### src/rtl/writeback_arbiter_pkg.sv
// Shared types and helpers for the register-file writeback arbiter.
// The buffered-result entry layout and the address decode live here so both levels agree.
package writeback_arbiter_pkg;

  localparam int WB_DATA_W     = 32;
  localparam int WB_REG_ADDR_W = 5;
  localparam int WB_NUM_REGS   = 1 << WB_REG_ADDR_W;

  typedef struct packed {
    logic                     valid;
    logic                     cancelled;
    logic [WB_REG_ADDR_W-1:0] rd;
    logic [WB_DATA_W-1:0]     data;
  } wb_entry;

  function automatic logic [WB_NUM_REGS-1:0] rd_onehot(input logic [WB_REG_ADDR_W-1:0] r);
    logic [WB_NUM_REGS-1:0] v;
    v    = '0;
    v[r] = 1'b1;
    return v;
  endfunction

endpackage

### src/rtl/wb_fifo.sv
// Small FIFO of multi-cycle results awaiting a free write slot.
// Entries can be cancelled in place by destination register when a younger write overtakes them.
module wb_fifo
  import writeback_arbiter_pkg::*;
#(
  parameter int DEPTH = 2
) (
  input  logic                         clk,
  input  logic                         rst_n,
  input  logic                         push,
  input  logic [WB_REG_ADDR_W-1:0]     push_rd,
  input  logic [WB_DATA_W-1:0]         push_data,
  input  logic                         pop,
  input  logic                         cancel_en,
  input  logic [WB_REG_ADDR_W-1:0]     cancel_rd,
  output logic [$clog2(DEPTH+1)-1:0]   count,
  output wb_entry                      head,
  output logic [WB_NUM_REGS-1:0]       pending
);

  localparam int PTR_W = $clog2(DEPTH);
  localparam int CNT_W = $clog2(DEPTH+1);

  logic                     valid_reg [DEPTH];
  logic                     canc_reg  [DEPTH];
  logic [WB_REG_ADDR_W-1:0] rd_reg    [DEPTH];
  logic [WB_DATA_W-1:0]     data_mem  [DEPTH];

  logic [PTR_W-1:0] wr_ptr_reg;
  logic [PTR_W-1:0] rd_ptr_reg;
  logic [CNT_W-1:0] count_reg;
  logic             push_cancel;

  // An entry arriving in the same cycle as the overtaking write is born cancelled.
  assign push_cancel = cancel_en && (push_rd == cancel_rd);

  for (genvar gi = 0; gi < DEPTH; gi++) begin : g_entry
    always_ff @(posedge clk) begin
      if (!rst_n) begin
        valid_reg[gi] <= 1'b0;
        canc_reg[gi]  <= 1'b0;
        rd_reg[gi]    <= '0;
      end else if (push && wr_ptr_reg == PTR_W'(gi)) begin
        valid_reg[gi] <= 1'b1;
        canc_reg[gi]  <= push_cancel;
        rd_reg[gi]    <= push_rd;
      end else begin
        if (pop && rd_ptr_reg == PTR_W'(gi))
          valid_reg[gi] <= 1'b0;
        if (cancel_en && valid_reg[gi] && rd_reg[gi] == cancel_rd)
          canc_reg[gi] <= 1'b1;
      end
    end
  end

  always_ff @(posedge clk) begin
    if (push)
      data_mem[wr_ptr_reg] <= push_data;
  end

  always_ff @(posedge clk) begin
    if (!rst_n) begin
      wr_ptr_reg <= '0;
      rd_ptr_reg <= '0;
      count_reg  <= '0;
    end else begin
      if (push) wr_ptr_reg <= wr_ptr_reg + 1'b1;
      if (pop)  rd_ptr_reg <= rd_ptr_reg + 1'b1;
      case ({push, pop})
        2'b10:   count_reg <= count_reg + 1'b1;
        2'b01:   count_reg <= count_reg - 1'b1;
        default: count_reg <= count_reg;
      endcase
    end
  end

  assign count = count_reg;

  always_comb begin
    head.valid     = valid_reg[rd_ptr_reg];
    head.cancelled = canc_reg[rd_ptr_reg];
    head.rd        = rd_reg[rd_ptr_reg];
    head.data      = data_mem[rd_ptr_reg];
  end

  always_comb begin
    pending = '0;
    for (int i = 0; i < DEPTH; i++) begin
      if (valid_reg[i] && !canc_reg[i] && rd_reg[i] != '0)
        pending = pending | rd_onehot(rd_reg[i]);
    end
  end

endmodule

### src/rtl/writeback_arbiter.sv
// Merges the single-cycle pipe (A, always wins) and the buffered multi-cycle unit (B)
// onto one registered register-file write port, exporting a mask of queued destinations.
module writeback_arbiter
  import writeback_arbiter_pkg::*;
#(
  parameter int DATA_W     = WB_DATA_W,
  parameter int REG_ADDR_W = WB_REG_ADDR_W,
  parameter int DEPTH      = 2
) (
  input  logic                     clk,
  input  logic                     rst_n,
  input  logic                     a_valid,
  input  logic [REG_ADDR_W-1:0]    a_rd,
  input  logic [DATA_W-1:0]        a_data,
  input  logic                     b_valid,
  output logic                     b_ready,
  input  logic [REG_ADDR_W-1:0]    b_rd,
  input  logic [DATA_W-1:0]        b_data,
  output logic                     regWrite,
  output logic [REG_ADDR_W-1:0]    rd,
  output logic [DATA_W-1:0]        writeData,
  output logic [2**REG_ADDR_W-1:0] pending_mask
);

  localparam int CNT_W = $clog2(DEPTH+1);

  logic [CNT_W-1:0]       fifo_count;
  wb_entry                fifo_head;
  logic [WB_NUM_REGS-1:0] fifo_pending;
  logic                   push;
  logic                   pop;
  logic                   cancel_en;

  logic                   sel_we;
  logic                   sel_load;
  logic [REG_ADDR_W-1:0]  sel_rd;
  logic [DATA_W-1:0]      sel_data;

  // Ready depends only on the registered occupancy, never on this cycle's valids.
  assign b_ready   = (fifo_count < CNT_W'(DEPTH));
  assign push      = b_valid && b_ready;
  assign pop       = !a_valid && (fifo_count != '0);
  assign cancel_en = a_valid && (a_rd != '0);

  wb_fifo #(.DEPTH(DEPTH)) u_fifo (
    .clk       (clk),
    .rst_n     (rst_n),
    .push      (push),
    .push_rd   (b_rd),
    .push_data (b_data),
    .pop       (pop),
    .cancel_en (cancel_en),
    .cancel_rd (a_rd),
    .count     (fifo_count),
    .head      (fifo_head),
    .pending   (fifo_pending)
  );

  always_comb begin
    sel_we   = 1'b0;
    sel_load = 1'b0;
    sel_rd   = '0;
    sel_data = '0;
    if (a_valid) begin
      sel_load = 1'b1;
      sel_rd   = a_rd;
      sel_data = a_data;
      sel_we   = (a_rd != '0);
    end else if (pop) begin
      // Cancelled and x0 entries still spend their slot, just without a write.
      sel_load = 1'b1;
      sel_rd   = fifo_head.rd;
      sel_data = fifo_head.data;
      sel_we   = fifo_head.valid && !fifo_head.cancelled && (fifo_head.rd != '0);
    end
  end

  always_ff @(posedge clk) begin
    if (!rst_n) begin
      regWrite  <= 1'b0;
      rd        <= '0;
      writeData <= '0;
    end else begin
      regWrite <= sel_we;
      if (sel_load) begin
        rd        <= sel_rd;
        writeData <= sel_data;
      end
    end
  end

  assign pending_mask = fifo_pending | (regWrite ? rd_onehot(rd) : '0);

endmodule

### config.mk
export PLATFORM = sky130hd
export DESIGN_NAME = writeback_arbiter
export DESIGN_NICKNAME = d
export VERILOG_FILES = /design/src/rtl/writeback_arbiter_pkg.sv /design/src/rtl/wb_fifo.sv /design/src/rtl/writeback_arbiter.sv
export SDC_FILE = /design/constraint.sdc
export NUM_CORES = 1
export LEC_CHECK = 0
export CAP_MARGIN = 20
export CORE_ASPECT_RATIO = 0.6
export CORE_UTILIZATION = 45
export DETAILED_ROUTE_END_ITERATION = 8
export DONT_BUFFER_PORTS = 1
export SLEW_MARGIN = 25
export SYNTH_ARGS = -nofsm -noshare
export SYNTH_HDL_FRONTEND = slang
export SYNTH_SLANG_ARGS = --single-unit
### constraint.sdc
create_clock -name clk -period 3.05 [get_ports clk]
set_clock_uncertainty 0.2 [all_clocks]
set_input_delay 0.61 -clock clk [delete_from_list [all_inputs] [get_ports clk]]
set_output_delay 0.61 -clock clk [all_outputs]
set_load 0.005 [all_outputs]
### Word-level counts from Yosys, hierarchy flattened

Memory sizes are Yosys's and may differ from the RTL's. A register that Yosys moved wholly into a read port is not among the register bits.
Cells that the tools add are included.

| storage, ports and cells | value |
|---|---|
| flip-flop bits (word level) | 42 |
| latch bits | 0 |
| RAM bits | 78 |
| memory bits (read-only) | 0 |
| output and inout port bits | 71 |
| word-level logic and storage cells | 132 |
| memories kept | 4 |

Memories:

| name | words | width | read ports | clocked after Yosys merged registers in | write ports | line | source |
|---|---|---|---|---|---|---|---|
| u_fifo.data_mem | 2 | 32 | 1 | 1 | 1 | wb_fifo.sv:27 | `logic [WB_DATA_W-1:0] data_mem [DEPTH];` |
| u_fifo.rd_reg | 2 | 5 | 3 | 1 | 2 | wb_fifo.sv:26 | `logic [WB_REG_ADDR_W-1:0] rd_reg [DEPTH];` |
| u_fifo.canc_reg | 2 | 1 | 3 | 1 | 2 | wb_fifo.sv:25 | `logic canc_reg [DEPTH];` |
| u_fifo.valid_reg | 2 | 1 | 3 | 1 | 2 | wb_fifo.sv:24 | `logic valid_reg [DEPTH];` |

| cells by class | value |
|---|---|
| add/sub/neg operators | 4 |
| $mul | 0 |
| divide/modulo/power cells | 0 |
| magnitude comparators | 7 |
| equality and inequality tests | 5 |
| shift-type cells | 0 |
| muxes and demuxes | 61 |
| bitwise gates (word level) | 14 |
| reductions and logical operators | 31 |

Operators by type and width:

| operator | number |
|---|---|
| two-way mux 32 bit | 5 |
| bitwise OR 32 bit | 2 |
| two-way mux 1 bit | 48 |
| logical AND 1 bit | 21 |
| two-way mux 5 bit | 4 |
| nonzero test 5 bit | 4 |
| < comparator 5 x 6 -> 1 bit (second input constant) | 3 |
| demux 1 bit (select 5 bit) | 3 |
| == test 5 bit | 3 |
| >= comparator 5 x 1 -> 1 bit (second input constant) | 3 |
| bitwise OR 1 bit | 10 |
| zero test 1 bit | 4 |
| case mux 2 bit (2 select lines) | 1 |
| nonzero test 2 bit | 2 |
| adder 1 bit (second input constant) | 2 |
| adder 2 x 1 -> 2 bit (second input constant) | 1 |
| == test 2 x 1 -> 1 bit (second input constant) | 1 |
| == test 2 bit (second input constant) | 1 |
| < comparator 2 bit (second input constant) | 1 |
| NOT 1 bit | 2 |
| subtractor 2 x 1 -> 2 bit (second input constant) | 1 |

### Depth between registers and ports, before layout

Gate-level depths: netlist of the first run.

| depth | value |
|---|---|
| depth after elaboration | 9 |
| gate-level depth with buffers | 7 |
| gate-level depth less buffers | 6 |

### By module

Synthesis of the first run repeated with hierarchy kept, for this count alone.

| second synthesis, totals | value |
|---|---|
| cells, all modules | 505 |
| area, all modules | 5898.2 µm² |

Modules (own cells, without submodules):

| module | instances | cells each | area an instance (µm²) | sequential area each (µm²) |
|---|---|---|---|---|
| wb_fifo | 1 | 272 | 3852.4 | 2422.3 |
| writeback_arbiter | 1 | 233 | 2045.7 | 760.7 |

### Worst setup path before layout of the first run

No wires, ideal clock.

| path | value |
|---|---|
| kind | input -> register |
| from | input b_valid |
| to | memory u_fifo.canc_reg[0] (data pin) |
| library setup time | 0.128 ns |
| data arrival time | 2.613 ns |
| required time | 2.722 ns |
| setup slack | 0.109 ns |
| stages on the path | 4 |
| cells stage by stage | nand2b_1 > nor2_1 > and2_1 > a21o_2 |

RTL lines:

| item | line | source |
|---|---|---|
| start, declared | writeback_arbiter.sv:15 | `input logic b_valid,` |
| end, declared | wb_fifo.sv:25 |  |

==> metrics, run 1 <==
status=complete, but fails checks; failing checks=DRC; Mapped Nets=567; Post-Syn Area=5654 sq um; worst path arrival time=2.04 ns; gr usage total=21.48%; HPWL Detailed=9758 um; cells after synthesis=486; FF-to-FF End=rd[2]$_SDFFE_PN0P_; max FFs per register=64; Clock Latency Late Sink=0.40 ns; # H-tree levels=4; number of vias per cell=6.281; crit path max fanout=5; Die ar.=13030 sq um; port buffer count=0; cell count along the critical path=4; clock buffer depth=2; Crit path max-delay family=simple AND/OR/NAND/NOR gates; vias in the first global route=3771; Final Routed Wirelength=14000 um; Die Wd=146.7 um; Synth-to-Final Area Change=12.17%; unrepaired setup endpoints after global routing=no; CP Class=reg2out; post-detailed-route DRC marker count=2; required time of the worst setup path=2.24 ns; MaxCap Viol Count=0; worst rel slew slack=36.28%; Final nets=557; layout cells sized above 1=17.59%; Yosys cell types=43; Wirelength per Cell=21.40 um; cts repair resizes=0; final period utilization=93.59%; GR Overflow Total=0; first-pass GRT wire length=20870 um; setup violators final=0; Initial Util=46.57%; DRT antenna net count=0; Hold-fix buffers, CTS=0; Root Buffer=clkbuf_16; clk sink count=121; initial antenna violation count=0; Ys Warns=0; row cnt=31; Final Critical Period=2.855 ns; CP Capture Type=output pin; Slew Limit Fails=0; DR pass1 iterations=9; Hold EP=u_fifo.data_mem[1][2]$_DFFE_PP_; R2R cell count=3; Die Y=88.83 um; Core Region=12140 sq um; Num CTS Buffers=17; via count=4108; register area share after synthesis=56.30%; HP Start=b_data[2]; GP Congestion=0.8895; io pins=149; worst hold path depth=0; critical path cell sequence=or3b_2 > nor2_1 > a32oi_1 > nand2_1; WHS=0.09817 ns; largest net degree at the start of global routing=60; Main synth FF type=edfxtp_1; worst stage delay on the critical path=0.53 ns; Iteration-0 DRC Markers=541; Worst-Margin Slew=0.9558 ns; Reg clk slew, reported paths=0.06 ns; setup_tns=0 ns; Fmax=350.3 MHz; FF+latch count, synth=121; Async SR Flop Fraction=0%; VDD IR-drop max=493.9 uV; hold crit path type=in2reg; power per cell area=812.6 nW/um^2; CTS tree=built; post-route insts no fill=654; postcts setup bufs=0; Final Util=52.24%; Avg Cell Area, Syn=11.63 sq um; crit path max-delay cell type=or3b_2; Fin. Hold Viols=0; Post-synth EDFFs=76; Leak=2.285 nW; r2r setup slk=0.92 ns; CP Launch Type=register; CP Buf/Inv Count=0; dpl cells=622; ant diodes=0
## final cells by class
type	count	area [sq um]
fill	1028	5798
sequential	121	3184
multi-input combinational	323	2317
clock buffer	19	442.9
tap	165	206.4
clock inverter	13	105.1
timing repair buffer	10	75.07
inverter	3	11.26
## metrics by stage
step	worst slack [ns]	power, mW	instance area [sq um]
after floorplan	0.1094	3.071	5654
after global placement	0.7798	3.332	5794
after detailed placement	0.7007	3.366	5794
after CTS	0.2620	5.200	6342
after global routing	0.1622	5.419	6342
final	0.1955	5.153	6342
## cell usage in the layout (no fill, tap or decap), types with 5 or more instances in the layout
cell type / Yosys / layout
a222oi_1: 37 / 37
a22oi_1: 23 / 23
a32oi_1: 8 / 8
and2_1: 6 / 6
and3_1: 13 / 13
buf_4: 0 / 10
clkbuf_16: 0 / 17
dfxtp_1: 45 / 44
edfxtp_1: 76 / 76
mux2_2: 37 / 37
nand2_1: 70 / 70
nand2b_1: 5 / 5
nor2_1: 15 / 14
nor2b_1: 41 / 41
nor3_1: 6 / 6
nor3b_1: 7 / 7
xnor2_1: 16 / 16
## synth_stat cells (3+ instances only)
| library cell | instances | area share [%] |
|---|---|---|
| buf_2 | 9 | 0.80 |
| a222oi_1 | 37 | 6.6 |
| a32oi_1 | 8 | 1.2 |
| nor3_1 | 6 | 0.53 |
| a22oi_1 | 23 | 3.1 |
| nand2b_1 | 5 | 0.55 |
| and2_1 | 6 | 0.66 |
| buf_1 | 3 | 0.20 |
| and3_1 | 13 | 1.4 |
| ha_1 | 3 | 0.66 |
| nor3b_1 | 7 | 0.93 |
| nor2b_1 | 41 | 4.5 |
| mux2_2 | 37 | 7.4 |
| inv_1 | 3 | 0.20 |
| nand2_1 | 70 | 4.6 |
| nor4_1 | 3 | 0.33 |
| edfxtp_1 | 76 | 40 |
| and3b_1 | 5 | 0.77 |
| nor2_1 | 15 | 1.0 |
| dfxtp_1 | 45 | 16 |
| clkbuf_1 | 27 | 1.8 |
| xnor2_1 | 16 | 2.5 |
## metal layers
metal	vias to the layer above	track usage [%]	part of all wire [%]
met5	-	0	0
met4	0	7.670	1.4
met3	27	9.227	14
met2	280	28.91	40
met1	1972	30.39	45
li1	1829	-	-
## worst register-to-register path: stages (launching register included)
cell and delay (ns):
dfxtp_2 0.95, mux2_2 0.42, a222oi_1 0.34, nor2b_1 0.09
## where the power goes
group          switching (mW)  internal, mW
Clock                   0.688          1.13
Sequential              0.287          2.04
Combinational           0.523         0.486
Total                    1.50          3.66
## kinds of logic (layout without fill, tap and decap cells)
logic type,count (synthesis),after routing,share of synthesized area [%]
flops,121,121,56.30
fa+ha+maj,3,3,0.6639
compound gates,80,80,12.50
simple gates,185,185,17.39
xor+xnor,18,18,2.788
mux,37,37,7.369
buf+inv,42,45,2.987
## worst max-delay path by stage
stage | start | end | slack (ns)
4_1_cts | u_fifo.rd_reg[1][4]$_SDFFCE_PN0P_ | pending_mask[11] | 0.26
2_1_floorplan | b_valid | u_fifo.canc_reg[0]$_DFFE_PP_ | 0.11
3_3_place_gp | u_fifo.rd_reg[1][4]$_SDFFCE_PN0P_ | pending_mask[3] | 0.78
6_report | u_fifo.rd_reg[1][4]$_SDFFCE_PN0P_ | pending_mask[11] | 0.20
5_1_grt | u_fifo.rd_reg[1][1]$_SDFFCE_PN0P_ | pending_mask[30] | 0.16
3_5_place_dp | u_fifo.rd_reg[1][4]$_SDFFCE_PN0P_ | pending_mask[11] | 0.70
Note: power is estimated with default switching activity, not from simulation.
==> run 2, diff against run 1 <==
--- a/config.mk
+++ b/config.mk
@@ -8,9 +8,11 @@
 export CAP_MARGIN = 20
 export CORE_ASPECT_RATIO = 0.6
-export CORE_UTILIZATION = 45
+export CORE_UTILIZATION = 55
 export DETAILED_ROUTE_END_ITERATION = 8
 export DONT_BUFFER_PORTS = 1
+export PLACE_DENSITY = 0.73
 export SLEW_MARGIN = 25
 export SYNTH_ARGS = -nofsm -noshare
 export SYNTH_HDL_FRONTEND = slang
+export SYNTH_HIERARCHICAL = 1
 export SYNTH_SLANG_ARGS = --single-unit
==> constraint.sdc (replaced) <==
create_clock -name clk -period 3.05 [get_ports clk]
set_clock_uncertainty 0.2 [all_clocks]
set_input_delay 0.61 -clock clk [delete_from_list [all_inputs] [get_ports clk]]
set_output_delay 0.61 -clock clk [all_outputs]
set_load 0.05 [all_outputs]
==> metrics, run 2 <==
status=complete, no violations; HP Start=b_data[22]; worst path arrival time=2.18 ns; Main synth FF type=edfxtp_1; Final Util=66.36%; leading cell type in the layout, fill and taps excluded=edfxtp_1; Die Wd=135.7 um; port buffer count=0; cells after synthesis=505; Num CTS Buffers=17; max FFs per register=64; vias in the first global route=3986; layout cells sized above 1=22.93%; Synth Area in XOR/XNOR=2.673%; Die Y=82.22 um; Slew Limit Fails=0; Leak=2.606 nW; hold crit path type=in2reg; Root Buffer=clkbuf_16; Final Critical Period=2.992 ns; Flop pwr share=42.7%; Fin. Hold Viols=0; io pins=149; power per cell area=875.1 nW/um^2; VDD IR-drop max=623.0 uV; largest net degree at the start of global routing=75; setup ws final=0.05809 ns; Async SR Flop Fraction=0%; Sequential Area=3186 sq um; Comb pwr share=24.8%; final period utilization=98.10%; HPWL Detailed=9953 um; top cell type's share of synthesized area=38.69%; first-pass GRT wire length=21630 um; worst rel slew slack=49.26%; Synth-to-Final Area Change=13.92%; most frequent cells in the layout=edfxtp_1, dfxtp_1, o21ai_0, mux2_2; gr usage total=26.24%; Hold-fix buffers, CTS=0; setup violators final=0; WHS=0.1030 ns; dpl cells=630; via count=4120; Fmax=334.2 MHz; switching part of the total=33.79%; synth top area cells=edfxtp_1, dfxtp_1, mux2_2; CTS tree=built; Final nets=600; clock buffer depth=2; GP Congestion=0.9520; Ys Warns=6; post-route insts no fill=667; adder and majority gate portion of the synthesized area=0.6364%; Clk pwr share=32.5%; CP Launch Type=register; internal power=3.893 mW; Initial Util=58.26%; Wirelength per Cell=21.25 um; Clock Latency Late Sink=0.40 ns; Reg clk slew, reported paths=0.06 ns; CP Class=reg2out; Synth Area in Compound Gates=14.93%; highest metal used=met5; NetSw=1.987 mW; post-layout total power=5.880 mW; # H-tree levels=4; Post-synth top cells=edfxtp_1, dfxtp_1, mux2_2, o21ai_0; Filler cells=765; Met2 Wirelength=6038 um; Die ar.=11160 sq um; Synth area leader=edfxtp_1; Post-synth EDFFs=76; Iteration-0 DRC Markers=377; met3 routed wirelength=1555 um; GR Overflow Total=0; Crit. Startpoint=u_fifo/rd_reg[0][1]$_SDFFCE_PN0P_; multi-input combinational cell area=2500 sq um; MaxCap Viol Count=0; Final Routed Wirelength=14170 um; Mapped Nets=586; Core Region=10120 sq um; clk sink count=121; register area share after synthesis=53.97%; row cnt=28; Post-Syn Area=5898 sq um; CP Capture Type=output pin; ant diodes=0; largest family of logic cells by synthesized area=compound AO/OA/AOI/OAI gates; post-detailed-route DRC marker count=0; FF+latch count, synth=121; DR pass1 iterations=5; RR Startpoint=u_fifo/count[1]$_SDFFE_PN0P_; DRT antenna net count=0; metal1 wirelength=6514 um; simple-gate share of the synthesized area=9.822%; DP Worst Slack=0.4306 ns; mux cell area share after synthesis=13.73%; Yosys cell types=50; required time of the worst setup path=2.24 ns; fin area=6719 sq um; initial antenna violation count=1; number of vias per cell=6.177; DP Area=6082 sq um; Avg Cell Area, Syn=11.68 sq um; setup_tns=0 ns; top-count cell post-synth=edfxtp_1; crit path max fanout=8; Worst-Margin Slew=0.7595 ns
[run 2: metal layers]
| metal | vias up | GRT usage, % |
|---|---|---|
| met4 | 2 | 6.629 |
| met1 | 1969 | 36.93 |
| met3 | 6 | 9.951 |
| met5 | - | 0 |
| met2 | 210 | 37.81 |
| li1 | 1933 | - |
[run 2: path summary, 6_finish.rpt]
kind / end / slack, ns / depth (start not counted)
worst min-delay path: u_fifo/data_mem[1][22]$_DFFE_PP_ / 0.10 / 0
worst min register to register: u_fifo/valid_reg[1]$_DFF_P_ / 0.34 / 2
worst max-delay path: pending_mask[1] / 0.06 / 4
worst max register to register: u_fifo/data_mem[1][4]$_DFFE_PP_ / 1.13 / 4
[run 2: what timing repair did]
| item | in CTS | in global routing |
|---|---|---|
| resized for setup | 0 | 8 |
| endpoints found under the setup margin | 0 | 15 |
| setup buffers | 0 | 5 |
[run 2: final cells by class]
type                       count  area share (%)
clock inverter                15           2.291
multi-input combinational    339           37.21
inverter                       8          0.4842
clock buffer                  17           6.331
sequential                   121           47.41
tap                          135           2.514
timing repair buffer          32           3.762
[run 2: power by group through the flow]
stage                     logic [mW]  clock network [mW]  registers (mW)
after global placement          1.40                   0            2.52
final                           1.46                1.91            2.51
after global routing            1.59                2.01            2.54
after detailed placement        1.44                   0            2.54
after CTS                       1.45                1.94            2.51
after floorplan                 1.27                   0            2.45
[run 2: cell families after synthesis]
logic type,after synthesis
flops,121
xor+xnor,18
fa+ha+maj,3
other cells,1
buf+inv,45
simple gates,97
compound gates,144
mux,76
[run 2: critical path: stages, from the launching register on]
cell and delay, ns:
edfxtp_1 0.46, nor3b_1 0.34, nand2_1 0.33, o32ai_1 0.23, a21o_1 0.42
==> run 3, diff against run 2 <==
CORE_ASPECT_RATIO = 1.75   (was 0.6)
PLACE_DENSITY = 0.7   (was 0.73)
clock period = 3 ns   (was 3.05 ns; I/O delays follow)
==> metrics, run 3 (synthesis results as in run 2) <==
Iteration-0 DRC Markers=267; Fmax=340.1 MHz; Slew Limit Fails=0; largest net degree at the start of global routing=75; required time of the worst setup path=2.20 ns; GP Congestion=0.9443; CP Launch Type=register; io pins=149; port buffer count=0; Root Buffer=clkbuf_16; DRT antenna net count=0; Num CTS Buffers=17; status=complete, no violations; Synth-to-Final Area Change=15.08%; Core Region=10360 sq um; MaxCap Viol Count=0; # H-tree levels=4; initial antenna violation count=0; Clock Latency Late Sink=0.40 ns; layout cells sized above 1=24.77%; setup_tns=0 ns; power per cell area=906.3 nW/um^2; most frequent cells in the layout=edfxtp_1, dfxtp_1, o21ai_0, mux2_2; leading cell type in the layout, fill and taps excluded=edfxtp_1; ant diodes=0; Final nets=605; final period utilization=98.00%; number of vias per cell=6.261; Leak=2.645 nW; dpl cells=626; Final Routed Wirelength=13920 um; post-detailed-route DRC marker count=0; gr usage total=26.99%; worst path arrival time=2.14 ns; VDD IR-drop max=810.1 uV; Initial Util=56.93%; unrepaired setup endpoints after global routing=yes; Final Util=65.51%; GR Overflow Total=0; Die Y=139.0 um; CP Class=reg2out; clk sink count=121; r2r setup slk=0.91 ns; Fin. Hold Viols=0; hold crit path type=in2reg; Worst-Margin Slew=0.7255 ns; Reg clk slew, reported paths=0.06 ns; Die ar.=11160 sq um; max FFs per register=64; vias in the first global route=4123; CP Capture Type=output pin; DR pass1 iterations=6; first-pass GRT wire length=21940 um; CTS tree=built; crit path max fanout=8; post-route insts no fill=664; row cnt=49; Wirelength per Cell=20.96 um; via count=4157; setup violators final=0; HPWL Detailed=9683 um; worst rel slew slack=51.63%; clock buffer depth=2; Die Wd=80.28 um; Final Critical Period=2.940 ns
## run 3: what timing repair did
action,in CTS,in global routing
buffers inserted,0,6
resized for setup,1,11
hold buffers,0,0
endpoints found under the setup margin,1,23
## run 3: final timing paths
kind,start,to,depth (start not counted)
min reg2reg,u_fifo/canc_reg[1]$_DFF_P_,u_fifo/canc_reg[1]$_DFF_P_,2
min,b_data[22],u_fifo/data_mem[0][22]$_DFFE_PP_,0
max,u_fifo/rd_reg[1][2]$_SDFFCE_PN0P_,pending_mask[16],4
max reg2reg,register,writeData[7]$_SDFFE_PN0P_,4
## run 3: area by class of cell
| cell class | count | area (sq um) |
|---|---|---|
| fill | 802 | 3573 |
| sequential | 121 | 3186 |
| inverter | 8 | 32.53 |
| timing repair buffer | 37 | 277.8 |
| multi-input combinational | 339 | 2500 |
| clock buffer | 18 | 439.2 |
| clock inverter | 14 | 193.9 |
| tap | 127 | 158.9 |
## run 3: critical path: stages (launching register included)
cell and delay, ns:
edfxtp_1 0.52, nand2b_1 0.23, or3_1 0.37, o32ai_1 0.32, a21o_2 0.31
## run 3: layer usage
| metal | share of wire (%) | wire length (um) | vias up | global-route usage (%) |
|---|---|---|---|---|
| li1 | - | - | 1941 | - |
| met1 | 33 | 4614 | 1962 | 26.11 |
| met2 | 55 | 7662 | 203 | 47.10 |
| met3 | 6.9 | 956 | 51 | 9.803 |
| met4 | 4.9 | 686 | 0 | 16.73 |
| met5 | 0 | 0 | - | 0 |
## run 3: power breakdown
part	total (mW)	leakage (nW)	internal, mW	switching [mW]
Combinational	1.45	1.24	0.661	0.785
Clock	2.13	0.307	1.42	0.717
Sequential	2.57	1.10	2.08	0.495
## run 3: per-stage QoR
step           hold WS [ns]  cell area, sq um  total power [mW]  setup WS, ns
2_1_floorplan        0.2870              5898             3.780       0.06528
3_3_place_gp         0.3219              6090             3.995        0.4700
3_5_place_dp         0.3314              6090             4.028        0.4198
4_1_cts             0.07128              6724             6.176       0.03487
5_1_grt             0.06218              6788             6.420      -0.03318
6_report            0.09084              6788             6.151       0.06003
